**src/rtl/board_gen_pkg.sv**
```systemverilog
// Shared types and constants for the Memory Matrix board generator.
package board_gen_pkg;

  typedef enum logic [1:0] {
    IDLE,
    GEN,
    DONE
  } state_e;

  localparam int unsigned BOARD_W   = 8;
  localparam int unsigned MAX_TILES = 8;
  localparam int unsigned LFSR_W    = 16;
  localparam logic [LFSR_W-1:0] LFSR_TAPS = 16'hB400;

  // Requested tile count mapped into 1..MAX_TILES.
  function automatic logic [3:0] clamp_tiles(input logic [3:0] n);
    if (n == 4'd0) return 4'd1;
    if (n > 4'(MAX_TILES)) return 4'(MAX_TILES);
    return n;
  endfunction

endpackage

```
**src/rtl/board_generator_lfsr16.sv**
```systemverilog
// 16-bit Fibonacci LFSR (x^16+x^14+x^13+x^11+1), shifting left; a zero SEED becomes 1.
module lfsr16
  import board_gen_pkg::*;
#(
  parameter logic [15:0] SEED = 16'hACE1
) (
  input  logic        clk,
  input  logic        reset,
  input  logic        advance,
  output logic [15:0] q
);

  localparam logic [LFSR_W-1:0] SEED_EFF = (SEED == '0) ? 16'h0001 : SEED;

  logic [LFSR_W-1:0] lfsr_q, lfsr_d;

  always_comb begin
    lfsr_d = lfsr_q;
    if (advance) lfsr_d = {lfsr_q[LFSR_W-2:0], ^(lfsr_q & LFSR_TAPS)};
  end

  always_ff @(posedge clk) begin
    if (reset) lfsr_q <= SEED_EFF;
    else       lfsr_q <= lfsr_d;
  end

  assign q = lfsr_q;

endmodule

```
**src/rtl/board_generator.sv**
```systemverilog
// Builds an 8-tile solution board with exactly K lit tiles, one tile per GEN cycle.
// Macro BOARD_GEN_FIXED_SEED_EN: LFSR advances only in GEN (repeatable boards).
module board_generator
  import board_gen_pkg::*;
#(
  parameter logic [15:0] SEED    = 16'hACE1,
  parameter int unsigned BOARD_W = 8
) (
  input  logic               clk,
  input  logic               reset,
  input  logic               start,
  input  logic [3:0]         tile_count,
  input  logic               board_ack,
  output logic [BOARD_W-1:0] board,
  output logic               board_valid,
  output logic               busy
);

  state_e             state_q, state_d;
  logic [BOARD_W-1:0] board_q, board_d;
  logic [3:0]         cnt_q, cnt_d;
  logic [3:0]         k_q, k_d;
  logic               valid_q, valid_d;
  logic               busy_q, busy_d;

  logic [15:0] lfsr_q;
  logic        lfsr_adv;
  logic        lfsr_hi_unused;
  logic [2:0]  cand, slot, idx;
  logic        found;

`ifdef BOARD_GEN_FIXED_SEED_EN
  assign lfsr_adv = (state_q == GEN);
`else
  assign lfsr_adv = 1'b1;
`endif

  lfsr16 #(.SEED(SEED)) u_lfsr (
    .clk     (clk),
    .reset   (reset),
    .advance (lfsr_adv),
    .q       (lfsr_q)
  );

  assign lfsr_hi_unused = ^lfsr_q[15:3];
  assign cand = lfsr_q[2:0];

  // Probe the candidate tile, then walk forward (mod 8) to the first dark tile.
  always_comb begin
    slot  = cand;
    found = 1'b0;
    idx   = '0;
    for (int unsigned i = 0; i < BOARD_W; i++) begin
      idx = cand + 3'(i);
      if (!found && !board_q[idx]) begin
        slot  = idx;
        found = 1'b1;
      end
    end
  end

  always_comb begin
    state_d = state_q;
    board_d = board_q;
    cnt_d   = cnt_q;
    k_d     = k_q;
    valid_d = valid_q;
    busy_d  = busy_q;
    case (state_q)
      IDLE, DONE: begin
        if (start) begin
          state_d = GEN;
          k_d     = clamp_tiles(tile_count);
          board_d = '0;
          cnt_d   = '0;
          busy_d  = 1'b1;
          valid_d = 1'b0;
        end else if (state_q == DONE && board_ack) begin
          state_d = IDLE;
          valid_d = 1'b0;
        end
      end
      GEN: begin
        board_d[slot] = 1'b1;
        cnt_d         = cnt_q + 4'd1;
        if (cnt_d == k_q) begin
          state_d = DONE;
          busy_d  = 1'b0;
          valid_d = 1'b1;
        end
      end
      default: state_d = IDLE;
    endcase
  end

  always_ff @(posedge clk) begin
    if (reset) begin
      state_q <= IDLE;
      board_q <= '0;
      cnt_q   <= '0;
      k_q     <= '0;
      valid_q <= 1'b0;
      busy_q  <= 1'b0;
    end else begin
      state_q <= state_d;
      board_q <= board_d;
      cnt_q   <= cnt_d;
      k_q     <= k_d;
      valid_q <= valid_d;
      busy_q  <= busy_d;
    end
  end

  assign board       = board_q;
  assign board_valid = valid_q;
  assign busy        = busy_q;

endmodule

```
**config.mk**
```make
export PLATFORM = sky130hd
export DESIGN_NAME = board_generator
export DESIGN_NICKNAME = d
export VERILOG_FILES = /design/src/rtl/board_gen_pkg.sv /design/src/rtl/board_generator_lfsr16.sv /design/src/rtl/board_generator.sv
export SDC_FILE = /design/constraint.sdc
export NUM_CORES = 1
export LEC_CHECK = 0
export BUFFER_PORTS_ARGS = -buffer_cell sky130_fd_sc_hd__buf_4
export CAP_MARGIN = 40
export CORE_MARGIN = 2
export CORE_UTILIZATION = 40
export CTS_CLUSTER_SIZE = 40
export DETAILED_ROUTE_END_ITERATION = 16
export HOLD_SLACK_MARGIN = 0.06
export MAX_ROUTING_LAYER = met4
export RECOVER_POWER = 100
export SYNTH_ARGS = -nofsm -noshare
export SYNTH_HDL_FRONTEND = slang
export SYNTH_HIERARCHICAL = 1
export SYNTH_SLANG_ARGS = --single-unit
```
**constraint.sdc**
```tcl
create_clock -name clk -period 2.7 [get_ports clk]
set_input_delay 0.54 -clock clk [delete_from_list [all_inputs] [get_ports clk]]
set_output_delay 0.54 -clock clk [all_outputs]
set_load 0.005 [all_outputs]
```
==> results.py, run 1 <==
metrics = {
    "logic_synthesis": {
        "ys_async_sr_fraction": 0,
        "synth.net_count": 264,
        "netlist_instances": 253,
        "synth-edff-count": 0,
        "synth_compound_area_frac": 0.155,
        "synth_top_cell_by_area": "dfxtp_1",
        "synth_cell_type_count": 53,
        "synth_xor_area_frac": 0.0616,
        "ys.flop_type": "dfxtp_1",
        "yosysSeqAreaShare": 0.303,
        "yosys.area_share.simple": 0.175,
        "synth.top_cell.area_share": 0.303,
        "yosys_warnings": 6,
        "synth_mux_area_frac": 0.241,
        "synthTopCellsByArea": "dfxtp_1, mux4_2, mux2i_1, nor2_1, nand2_1",
        "netlist_area_sq_um": 2370,
        "synth_seq_cells": 36,
        "synth_top_family_by_area": "multiplexers",
        "avgSynthCellArea_sq_um": 9.39,
        "synth_adder_area_share": 0.0158,
    },
    "outcome": {
        "outcome": "completed",
    },
    "place": {
        "gp_congestion": 0.923,
        "port_buffers": 17,
        "hpwlAfterDp_um": 3970,
        "dp.cells": 355,
    },
    "final_layout": {
        "stdcell_count": 366,
        "drive_gt1_frac": 0.330,
        "syn2layout_area_growth_pct": 24.1,
        "nets": 301,
        "diodes": 0,
        "layout_common_cells": "buf_4, dfxtp_1, nor2_1, nand2_1, mux2i_1",
        "mostFrequentLayoutCell": "buf_4",
    },
    "pwr": {
        "p_int_mw": 0.969,
        "power.density_nw_per_um2": 479,
        "p_comb_frac": 0.309,
        "p_clk_frac": 0.264,
        "seqPwrFrac": 0.427,
        "power.leakage_nw": 1.17,
        "peakVddDrop_mv": 0.331,
        "switching_share": 0.313,
        "p_switching_mw": 0.442,
        "report.power.total_mw": 1.41,
    },
    "critical_path": {
        "max_stage_delay_ns": 0.50,
        "crit_type": "flop to flop",
        "r2r_cells": 9,
        "cp_max_fo": 4,
        "worstPathRequired_ns": 2.90,
        "cp-end-kind": "flop",
        "crit_path_start_kind": "flop",
        "cp_cell_sequence": "ha_4, mux4_2, mux2_4, a22o_4, a311oi_2, o21a_1, a31oi_1, buf_4, o31ai_1",
        "worstPathArrival_ns": 2.89,
        "slowest_stage": "mux4_2",
    },
    "global_routing": {
        "gr-usage-met2": 0.282,
        "grt_use_met1": 0.249,
        "busiest_layer": "met2",
        "use_met3": 0.0311,
        "grt_pass1_vias": 1875,
        "grt_first_pass_wirelength_um": 9090,
        "antenna_found_initial": 0,
        "grt_max_degree": 26,
        "grt_overflow": 0,
        "track_usage": 0.185,
    },
    "timing": {
        "finalClockSkew_ns": 0.0103,
        "rsz0062_at_grt": "true",
        "setup_violations": 0,
        "fin_crit_sh": 0.997,
        "finalHoldViolCount": 0,
        "fmax_mhz": 371,
        "max_slew_margin": 0.667,
        "min_period_ns": 2.69,
        "tightest_slew_ns": 0.499,
        "slew_viol_final": 0,
    },
    "cts": {
        "cts_tree": "done",
        "clock_path_buffers": 2,
        "clock_latency_ns": 0.28,
        "clk_pin_slew_ns": 0.08,
        "cts_root_buf": "clkbuf_8",
        "cts_htree_levels": 2,
        "numCtsBuffers": 5,
        "clock-sinks": 36,
    },
    "die": {
        "core_area_sq_um": 5820,
        "start_util": 0.408,
        "io_pins": 18,
        "die_width_um": 81.1,
        "rows": 28,
        "die-height_um": 81.1,
        "die_area_sq_um": 6570,
    },
    "routing": {
        "drc_errors": 0,
        "wl_per_cell_um": 15.3,
        "ant_nets": 0,
        "vias_per_cell": 5.63,
        "dr.pass1.iters": 4,
        "vias": 2060,
        "drt-total-wl_um": 5600,
        "drt_iter0_drc": 116,
    },
    "min_path": {
        "holdPathStages": 2,
        "min_path_type": "flop to flop",
    },
    "run": {
        "drv_cap": 0,
    },
}
cells by family (layout without fill, tap and decap cells):
kind of cell,after synthesis,after routing
flip-flops,36,36
XOR/XNOR,15,15
AO/OA/AOI/OAI,56,56
other,1,1
AND/OR/NAND/NOR,84,84
multiplexers,41,41
adder cells (fa/ha/maj),3,3
buffers and inverters,17,55
timing repair:
action                     4_1_cts  5_1_grt
gates resized for setup          9       19
gates cloned                     0        0
hold buffers                     0        0
setup buffers                    1        2
setup endpoints to repair        8        8
pin swaps                        1        6
state kept, by name, indices dropped and copies added, names as in the netlist:
signal	flops
board	8
board_valid	1
busy	1
cnt_q	4
k_q	4
state_q	2
u_lfsr/q	16
path summary, 6_finish.rpt:
check | startpoint | endpoint | slack (ns)
worst max-delay path | u_lfsr/q[0] | board[7] | 0.008
worst min register to register | u_lfsr/q[6] | u_lfsr/q[7] | 0.47
worst min-delay path | u_lfsr/q[6] | u_lfsr/q[7] | 0.47
worst max register to register | u_lfsr/q[0] | board[7] | 0.008
worst max-delay path: cells and delay by family (launching register included):
kind,cells,cell delay (ns)
adders and majority gates,1,0.17
buffers and inverters,1,0.17
muxes,2,0.82
DFF,1,0.40
AOI/OAI and AO/OA,5,1.03
layout make-up:
cell class	instances	area, sq um
Fill cell	548	2870
Multi-Input combinational cell	200	1680
Sequential cell	36	728
Timing Repair Buffer	43	335
Tap cell	75	93.8
Clock buffer	5	68.8
Clock inverter	3	18.8
Inverter	4	17.5
synth_stat cells, drive strengths merged (2+ instances only):
| master | n |
|---|---|
| dfxtp | 36 |
| nor2 | 24 |
| nand2 | 23 |
| mux2i | 22 |
| a21oi | 15 |
| mux4 | 12 |
| o21ai | 11 |
| xnor2 | 10 |
| buf | 8 |
| mux2 | 7 |
| nand2b | 6 |
| nor3 | 6 |
| clkbuf | 5 |
| nor2b | 5 |
| nor3b | 5 |
| xor2 | 5 |
| a32o | 4 |
| inv | 4 |
| o21a | 4 |
| o31ai | 4 |
| a31oi | 3 |
| ha | 3 |
| nand3 | 3 |
| nand3b | 3 |
| o22ai | 3 |
| and2 | 2 |
| o21bai | 2 |
| or2 | 2 |
routing by layer:
metal	vias to the layer above	part of all wire	wire length, um
li1	1014	-	-
met4	0	0.017	93
met5	-	0	0
met1	991	0.45	2530
met2	47	0.49	2740
met3	8	0.043	242
through the flow:
step                hold WS (ns)  TNS (ns)  utilization  cell area (sq um)  worst slack, ns
floorplan                  0.437   -0.0375            -               2400          -0.0188
global placement           0.459    -0.568        0.464               2700          -0.0902
detailed placement         0.459    -0.562        0.464               2700          -0.0888
CTS                        0.468         0        0.488               2840          0.00532
global route               0.515    -0.301        0.507               2950          -0.0498
finish                     0.469         0        0.507               2950          0.00771
power groups by stage:
stage	clock (mW)	combinational, mW	sequential [mW]
after floorplan	0	0.284	0.600
after global placement	0	0.382	0.610
after detailed placement	0	0.383	0.611
after CTS	0.387	0.402	0.601
after global routing	0.410	0.473	0.608
final	0.372	0.436	0.602
(Power assumes the default switching activity.)
==> inputs of run 2 (changes only) <==
--- a/config.mk
+++ b/config.mk
@@ -6,14 +6,13 @@
 export NUM_CORES = 1
 export LEC_CHECK = 0
 export BUFFER_PORTS_ARGS = -buffer_cell sky130_fd_sc_hd__buf_4
-export CAP_MARGIN = 40
+export CAP_MARGIN = 0
 export CORE_MARGIN = 2
 export CORE_UTILIZATION = 40
 export CTS_CLUSTER_SIZE = 40
 export DETAILED_ROUTE_END_ITERATION = 16
 export HOLD_SLACK_MARGIN = 0.06
 export MAX_ROUTING_LAYER = met4
-export RECOVER_POWER = 100
 export SYNTH_ARGS = -nofsm -noshare
 export SYNTH_HDL_FRONTEND = slang
 export SYNTH_HIERARCHICAL = 1
==> constraint.sdc (replaced) <==
create_clock -name clk -period 2.7 [get_ports clk]
set_input_delay 0.54 -clock clk [delete_from_list [all_inputs] [get_ports clk]]
set_output_delay 0.54 -clock clk [all_outputs]
set_load 0.1 [all_outputs]
==> run 2 against run 1 <==
  * The flow now finishes with violations (negative setup slack)
  * Clock power hardly changed
  * Via count is 0.78% lower
  * Global-route usage is 1.1 points lower
==> results.py, run 2 (synthesis results as in run 1) <==
metrics = {
    "outcome": {
        "outcome": "complete, but fails checks",
        "violations": "negative setup slack",
    },
    "final_layout": {
        "layout_common_cells": "buf_4, dfxtp_1, nor2_1, nand2_1, mux2i_1",
        "mostFrequentLayoutCell": "buf_4",
        "syn2layout_area_growth_pct": 24.2,
        "postLayoutCoreUtil": 0.507,
        "stdcell_count": 365,
        "nets": 300,
        "largest_reg_flops": 16,
        "diodes": 0,
        "drive_gt1_frac": 0.362,
    },
    "place": {
        "hpwlAfterDp_um": 3910,
        "dp.cells": 354,
        "pre_cts_slack_ns": -0.0772,
        "gp_congestion": 0.910,
        "port_buffers": 17,
    },
    "routing": {
        "wl_per_cell_um": 14.6,
        "wl_met1_um": 2280,
        "ant_nets": 0,
        "wl_met3_um": 200,
        "met2_length_um": 2720,
        "drc_errors": 0,
        "vias_per_cell": 5.60,
        "vias": 2044,
        "drt-total-wl_um": 5340,
        "drt_iter0_drc": 97,
        "dr.pass1.iters": 4,
        "top_layer_used": "met4",
    },
    "critical_path": {
        "cp-end-kind": "flop",
        "crit_path_start_kind": "flop",
        "r2r_cells": 10,
        "rrSetupSlack_ns": -0.003,
        "reg2reg_from": "u_lfsr/q[0]",
        "worstPathArrival_ns": 2.88,
        "worstPathRequired_ns": 2.88,
        "r2r-end": "board[0]",
        "cp_max_fo": 4,
        "crit_type": "flop to flop",
    },
    "timing": {
        "fin_crit_sh": 1.00,
        "finalClockSkew_ns": 0.00523,
        "max_slew_margin": 0.637,
        "setup_violations": 2,
        "fmax_mhz": 370,
        "finalHoldViolCount": 0,
        "slew_viol_final": 0,
        "finalSetupTns_ns": -0.00474,
        "finalWorstSetupSlack_ns": -0.00285,
        "min_period_ns": 2.70,
        "tightest_slew_ns": 0.544,
        "rsz0062_at_grt": "true",
    },
    "cts": {
        "clock_path_buffers": 2,
        "numCtsBuffers": 5,
        "cts_htree_levels": 2,
        "clock-sinks": 36,
        "cts_tree": "done",
        "clk_pin_slew_ns": 0.07,
        "cts_root_buf": "clkbuf_8",
        "clock_latency_ns": 0.28,
    },
    "min_path": {
        "worst_hold_path.endpoint": "u_lfsr/q[10]",
        "min_path_type": "flop to flop",
        "holdPathStages": 2,
        "min_from": "u_lfsr/q[9]",
    },
    "die": {
        "die_area_sq_um": 6570,
        "core_area_sq_um": 5820,
        "start_util": 0.408,
        "io_pins": 18,
        "die-height_um": 81.1,
        "rows": 28,
        "die_width_um": 81.1,
    },
    "pwr": {
        "power.density_nw_per_um2": 487,
        "power.leakage_nw": 1.17,
        "peakVddDrop_mv": 0.361,
        "report.power.total_mw": 1.44,
    },
    "global_routing": {
        "grt_first_pass_wirelength_um": 8760,
        "grt_max_degree": 26,
        "antenna_found_initial": 0,
        "grt_pass1_vias": 1900,
        "track_usage": 0.174,
        "grt_overflow": 0,
    },
    "run": {
        "drv_cap": 0,
    },
}
run 2: through the flow:
step | hold WS (ns) | area [sq um]
detailed placement | 0.462 | 2700
global route | 0.498 | 2950
finish | 0.474 | 2950
global placement | 0.456 | 2700
CTS | 0.481 | 2830
floorplan | 0.437 | 2410
run 2: final cells by class:
cell class                 count  area [sq um]
clock buffer                   5          68.8
clock inverter                 3          18.8
fill                         581          2870
tap                           75          93.8
multi-input combinational    200          1680
inverter                       4          17.5
sequential                    36           736
timing repair buffer          42           330
run 2: how the worst max path moves through the flow:
stage                start       end  slack (ns)  depth (start not counted)
6_report       u_lfsr/q[0]  board[0]      -0.003                         10
5_1_grt        u_lfsr/q[0]  board[0]       -0.10                         10
4_1_cts        u_lfsr/q[1]  board[7]     -0.0005                         10
3_5_place_dp   u_lfsr/q[1]  board[7]       -0.08                         10
3_3_place_gp   u_lfsr/q[1]  board[7]       -0.11                         10
2_1_floorplan  u_lfsr/q[0]  board[0]       -0.02                         11
run 2: metal layers:
layer / GRT usage / vias to the layer above
met5: - / -
met4: 0.0559 / 0
met3: 0.0278 / 11
met2: 0.295 / 46
met1: 0.213 / 986
li1: - / 1001
run 2: repair_timing:
action	4_1_cts	5_1_grt
pin swaps	6	8
hold buffers	0	0
endpoints found under the setup margin	8	8
buffers inserted	1	2
cloned	0	0
gates resized for setup	9	23
run 2: worst max-delay path, cell delays in order, from the launching register on:
cell	delay [ns]
dfxtp_4	0.39
inv_4	0.05
ha_4	0.27
mux4_2	0.51
and3b_1	0.28
a21oi_2	0.07
a2111oi_2	0.32
buf_4	0.17
o221a_4	0.20
o21ai_4	0.07
a32o_1	0.26
run 2: power by group:
part           internal [mW]  leakage (nW)  switching, mW  total, mW
combinational          0.215         0.828          0.252      0.467
clock                  0.180        0.0479          0.190      0.369
sequential             0.564         0.299         0.0373      0.601
